### config.mk
export PLATFORM = sky130hd
export DESIGN_NAME = ws2812_tx_5
export DESIGN_NICKNAME = d
export VERILOG_FILES = /design/src/rtl/ws2812_pkg.sv /design/src/rtl/ws2812_tx_5_bit_gen.sv /design/src/rtl/ws2812_tx_5.sv
export SDC_FILE = /design/constraint.sdc
export NUM_CORES = 1
export LEC_CHECK = 0
export BUFFER_PORTS_ARGS = -buffer_cell sky130_fd_sc_hd__buf_2
export CAP_MARGIN = 15
export CELL_PAD_IN_SITES_DETAIL_PLACEMENT = 0
export CELL_PAD_IN_SITES_GLOBAL_PLACEMENT = 1
export CORE_MARGIN = 3
export CORE_UTILIZATION = 44
export CTS_CLUSTER_DIAMETER = 80
export CTS_CLUSTER_SIZE = 28
export DETAILED_ROUTE_END_ITERATION = 7
export PLACE_DENSITY_LB_ADDON = 0.1
export SKIP_LAST_GASP = 1
export SYNTH_ARGS = -nofsm -noshare
export SYNTH_HDL_FRONTEND = slang
export SYNTH_SLANG_ARGS = --single-unit
### constraint.sdc
create_clock -name clock -period 6.5 [get_ports clock]
set_input_delay 0.65 -clock clock [delete_from_list [all_inputs] [get_ports clock]]
set_output_delay 0.65 -clock clock [all_outputs]
set_load 0.005 [all_outputs]
### src/rtl/ws2812_pkg.sv
// ws2812_pkg: shared timing defaults, frame geometry and FSM encoding for the WS2812 transmitter
package ws2812_pkg;

    localparam int DEF_T0H    = 20;
    localparam int DEF_T1H    = 40;
    localparam int DEF_TBIT   = 63;
    localparam int DEF_TLATCH = 4000;

    localparam int N_LEDS       = 5;
    localparam int BITS_PER_LED = 24;
    localparam int FRAME_BITS   = N_LEDS * BITS_PER_LED;

    typedef enum logic [1:0] {
        IDLE  = 2'd0,
        HIGH  = 2'd1,
        LOW   = 2'd2,
        LATCH = 2'd3
    } state_t;

    // Strip expects green first, then red, then blue
    function automatic logic [23:0] wire_order(input logic [23:0] c);
        return {c[15:8], c[23:16], c[7:0]};
    endfunction

endpackage

### src/rtl/ws2812_tx_5_bit_gen.sv
// ws2812_bit_gen: produces one WS2812 bit waveform (high phase then low phase) per go pulse
module ws2812_bit_gen
    import ws2812_pkg::*;
#(
    parameter int T0H  = DEF_T0H,
    parameter int T1H  = DEF_T1H,
    parameter int TBIT = DEF_TBIT,
    parameter int CW   = 6
) (
    input  logic i_clock,
    input  logic i_reset,
    input  logic i_go,
    input  logic i_bit,
    output logic o_dout,
    output logic o_hi_done,
    output logic o_bit_done
);

    logic          r_act;
    logic          r_dout;
    logic          r_bit;
    logic [CW-1:0] r_cnt;
    logic          w_hi_last;
    logic          w_lo_last;

    assign w_hi_last  = r_cnt == (r_bit ? CW'(T1H - 1) : CW'(T0H - 1));
    assign w_lo_last  = r_cnt == (r_bit ? CW'(TBIT - T1H - 1) : CW'(TBIT - T0H - 1));
    assign o_dout     = r_dout;
    assign o_hi_done  = r_dout && w_hi_last;
    assign o_bit_done = r_act && !r_dout && w_lo_last;

    // High phase while r_dout is set, low phase otherwise; counter restarts at each phase change
    always_ff @(posedge i_clock or posedge i_reset) begin
        if (i_reset) begin
            r_act  <= 1'b0;
            r_dout <= 1'b0;
            r_bit  <= 1'b0;
            r_cnt  <= '0;
        end else if (i_go) begin
            r_act  <= 1'b1;
            r_dout <= 1'b1;
            r_bit  <= i_bit;
            r_cnt  <= '0;
        end else if (r_act) begin
            if (r_dout) begin
                r_dout <= !w_hi_last;
                r_cnt  <= w_hi_last ? '0 : r_cnt + CW'(1);
            end else begin
                r_act <= !w_lo_last;
                r_cnt <= w_lo_last ? '0 : r_cnt + CW'(1);
            end
        end
    end

endmodule

### src/rtl/ws2812_tx_5.sv
// ws2812_tx_5: snapshots five colours on start and sends them as one WS2812 frame plus latch gap
module ws2812_tx_5
    import ws2812_pkg::*;
#(
    parameter int T0H    = DEF_T0H,
    parameter int T1H    = DEF_T1H,
    parameter int TBIT   = DEF_TBIT,
    parameter int TLATCH = DEF_TLATCH
) (
    input  logic        clock,
    input  logic        reset,
    input  logic        start,
    input  logic [23:0] led0,
    input  logic [23:0] led1,
    input  logic [23:0] led2,
    input  logic [23:0] led3,
    input  logic [23:0] led4,
    output logic        dout,
    output logic        busy,
    output logic        done
);

    localparam int CW = $clog2(TBIT > TLATCH ? TBIT : TLATCH);

    state_t                r_state;
    state_t                w_next;
    logic [FRAME_BITS-1:0] r_sr;
    logic [6:0]            r_bcnt;
    logic [CW-1:0]         r_lcnt;
    logic [CW-1:0]         w_lcnt_next;
    logic                  r_busy;
    logic                  r_done;
    logic [FRAME_BITS-1:0] w_frame;
    logic                  w_accept;
    logic                  w_last_bit;
    logic                  w_latch_end;
    logic                  w_go;
    logic                  w_bit;
    logic                  w_hi_done;
    logic                  w_bit_done;

    assign w_frame = {wire_order(led0), wire_order(led1), wire_order(led2),
                      wire_order(led3), wire_order(led4)};
    assign busy    = r_busy;
    assign done    = r_done;

    ws2812_bit_gen #(
        .T0H (T0H),
        .T1H (T1H),
        .TBIT(TBIT),
        .CW  (CW)
    ) u_bit_gen (
        .i_clock   (clock),
        .i_reset   (reset),
        .i_go      (w_go),
        .i_bit     (w_bit),
        .o_dout    (dout),
        .o_hi_done (w_hi_done),
        .o_bit_done(w_bit_done)
    );

    // Next state, next latch count and the bit handed to the generator
    always_comb begin
        w_accept    = (r_state == IDLE) && start;
        w_last_bit  = r_bcnt == 7'(FRAME_BITS - 1);
        w_latch_end = (r_state == LATCH) && (r_lcnt == CW'(TLATCH - 1));
        w_go        = w_accept || (w_bit_done && !w_last_bit);
        w_bit       = w_accept ? w_frame[FRAME_BITS-1] : r_sr[FRAME_BITS-1];
        w_next      = r_state;
        case (r_state)
            IDLE:    w_next = start ? HIGH : IDLE;
            HIGH:    w_next = w_hi_done ? LOW : HIGH;
            LOW:     w_next = w_bit_done ? (w_last_bit ? LATCH : HIGH) : LOW;
            LATCH:   w_next = w_latch_end ? IDLE : LATCH;
            default: w_next = IDLE;
        endcase
        w_lcnt_next = (r_state == LATCH && w_next == LATCH) ? r_lcnt + CW'(1) : '0;
    end

    // State, counters, shift register and registered status outputs
    always_ff @(posedge clock or posedge reset) begin
        if (reset) begin
            r_state <= IDLE;
            r_sr    <= '0;
            r_bcnt  <= '0;
            r_lcnt  <= '0;
            r_busy  <= 1'b0;
            r_done  <= 1'b0;
        end else begin
            r_state <= w_next;
            r_lcnt  <= w_lcnt_next;
            r_busy  <= w_next != IDLE;
            r_done  <= (w_next == LATCH) && (w_lcnt_next == CW'(TLATCH - 1));
            if (w_accept) begin
                // The first bit goes straight to the generator, so the register holds what follows it
                r_sr   <= {w_frame[FRAME_BITS-2:0], 1'b0};
                r_bcnt <= '0;
            end else if (w_bit_done) begin
                r_sr   <= {r_sr[FRAME_BITS-2:0], 1'b0};
                r_bcnt <= w_last_bit ? r_bcnt : r_bcnt + 7'd1;
            end
        end
    end

endmodule

==> metrics.txt <==
root buffer cell=clkbuf_16; EDFF count, synth=0; final HPWL from detailed placement=10100 um; DR vias/cell=5.13; Synth area leader=dfrtp_1; Critical Path Start Type=register; global-route usage over all layers=17.3%; global-route wire length before repair=25800 um; Power Dens Cells=387 nW/um^2; Die Y=136 um; GRT Residual Overflow=0; final setup TNS=0 ns; initial antenna violation count=0; Clock Latency Late Sink=0.42 ns; synth warn=0; post-route ant nets=0; largest family of logic cells by synthesized area=multiplexers; Required @ worst endpoint=6.84 ns; Area Growth Syn to Fin=18.0%; Worst VDD drop=0.000203 V; Arr. time, crit path=3.81 ns; drt wl/cell=14.2 um; Compound-Gate Fraction of Synth Area=11.1%; synth unique cells=44; synth top area cells=dfrtp_1, mux2i_1, o21ai_0, nand2_1, clkbuf_1; Residual DRC=0; Worst-Margin Slew=0.870 ns; max frequency=289 MHz; Die ar.=18400 sq um; PortBufs=125; DR WL met2=7160 um; setup bufs post-CTS=0; Die Span X=136 um; Pre-Repair DR Iteration Count=6; placed insts=1032; count of pins over their slew limit=0; syn_nets=859; Post-Syn Area=7410 sq um; Fin. Hold Viols=0; depth of the most critical reg-to-reg path=6; cts repair resizes=0; worst hold slack=0.419 ns; RSZ-0062 raised after global routing=no; Crit. Startpoint=u_bit_gen.r_cnt[6]; multiplexer share of the synthesized area=16.2%; final WL=15100 um; crit path kind=reg2reg; FF-to-FF Start=u_bit_gen.r_cnt[6]; worst reg2reg path endpoint=r_bcnt[6]; Adder-Cell Fraction of Synth Area=0.675%; Syn Area/Cell=10.1 sq um; H-tree levels=4; Finished Layout Cells=1064; Initial Utilization=45.8%; Post-Synth XOR/XNOR Area=2.13%; crit path to=r_bcnt[6]; cts bufs inserted=17; period utilization=53.3%; synthesized flop and latch total=157; I/O pin total=126; clk slew on worst S/H paths=0.07 ns; largest buffer count on any clock path=2; antenna diode count=0; Core Util, Final=54.0%; setup slack, reg-to-reg=3.04 ns; Via Count=5462; Final #Nets=962; Pleak=4.54 nW; worst min-delay path class=in2async; CTS Hold Buffers Added=0; wire length on met1=7190 um; Period minus WS final=3.46 ns; async set-reset flop share out of synthesis=100%; Slew headroom=42.0%; CP endpoint kind=register; layout cell share with drive strength beyond 1=21.0%; endpoints failing setup=0; CTS tree=done; initial drt markers=386; top-area cell type share of the netlist area=53.0%; CP max FO=53; FILL cells=1468; pin count of the biggest net entering global routing=102; max_cap viols=0; vias in the first global route=5571; simple-gate share of the synthesized area=13.4%; Core ar.=16200 sq um; post-synthesis sequential area ratio=53.0%; Synth Flop Type=dfrtp_1; met3 WL=594 um; Routability Congestion=0.780; outcome=finished, final reports clean; Mapped Cells=732; Worst Clk Skew=0.00846 ns; Max Used Layer=met4; FP Rows=46; Sink Count=157
-- worst min path at each step --
| stage | start | cells past startpoint | endpoint | slack [ns] |
|---|---|---|---|---|
| 5_1_grt | led1[0] | 3 | r_sr[73] | 0.41 |
| 4_1_cts | led1[0] | 3 | r_sr[73] | 0.40 |
| 3_5_place_dp | r_sr[1] | 2 | r_sr[1] | 0.49 |
| 2_1_floorplan | r_sr[1] | 2 | r_sr[1] | 0.47 |
| 3_3_place_gp | r_sr[1] | 2 | r_sr[1] | 0.50 |
| 6_report | reset | 2 | r_sr[79] | 0.42 |
-- flip-flops by register name, indices dropped and copies added, names as in the netlist --
name / flops
r_lcnt: 12
r_bcnt: 7
busy: 1
u_bit_gen.r_bit: 1
r_state: 2
u_bit_gen.o_dout: 1
done: 1
r_sr: 119
u_bit_gen.r_cnt: 12
u_bit_gen.r_act: 1
-- per-layer routing --
layer	track usage [%]	vias to the layer above
met1	23.7	2595
li1	-	2752
met2	27.6	100
met3	4.01	15
met4	4.98	0
met5	0	-
-- kinds of logic after synthesis --
group / count (synthesis)
AND/OR/NAND/NOR: 221
flip-flops: 157
XOR/XNOR: 18
AO/OA/AOI/OAI: 153
buffers and inverters: 59
multiplexers: 120
adder cells (fa/ha/maj): 4
-- placed cells by master, fill, tap and decap left out, types with 7 or more instances in the layout --
| cell type | n |
|---|---|
| or3_1 | 7 |
| xor2_1 | 11 |
| nand2_1 | 136 |
| mux2i_1 | 120 |
| inv_1 | 10 |
| buf_2 | 125 |
| dfrtp_1 | 157 |
| o21ai_0 | 124 |
| a21oi_1 | 16 |
| xnor2_1 | 7 |
| clkbuf_16 | 17 |
| nor2_1 | 31 |
| nand3_1 | 14 |
| buf_4 | 7 |
-- critical path, cell delays in order (launching register included) --
cell	delay, ns
dfrtp_1	0.41
or4_4	0.57
a2111oi_4	0.45
nand3_4	0.56
buf_4	0.58
or4_1	0.61
a21oi_1	0.15
-- synthesized netlist by cell type, types with 2 or more instances --
library cell / n
nand4_1: 6
and3_1: 2
or4b_2: 2
or3b_2: 2
mux2i_1: 120
or3_1: 7
dfrtp_1: 157
nor2_1: 31
o31ai_1: 3
nand3b_1: 4
ha_1: 4
nand3_1: 15
nand2_1: 136
a21oi_1: 16
buf_2: 13
xor2_1: 11
xnor2_1: 7
or4_1: 3
o21ai_0: 124
nor3_1: 2
nor3b_1: 2
inv_1: 11
clkbuf_1: 33
-- where the power goes --
part	switching, W	internal (W)
combinational	0.000408	0.000363
clock	0.000413	0.000543
sequential	0.000259	0.00139
-- per-stage QoR --
step	cell area [sq um]	total power, W	setup WS, ns
2_1_floorplan	7410	0.00222	1.62
3_3_place_gp	8170	0.00240	3.09
3_5_place_dp	8170	0.00246	3.03
4_1_cts	8740	0.00343	3.02
5_1_grt	8740	0.00365	2.84
6_report	8740	0.00338	3.04
-- area by class of cell --
class	instances	area, sq um	area share (%)
Clock inverter	14	135	1.55
Sequential cell	157	3930	44.9
Tap cell	216	270	3.09
Multi-Input combinational cell	516	3240	37.1
Inverter	11	46.3	0.530
Timing Repair Buffer	132	678	7.76
Clock buffer	18	439	5.02
Power figures use the tool's default switching activity.
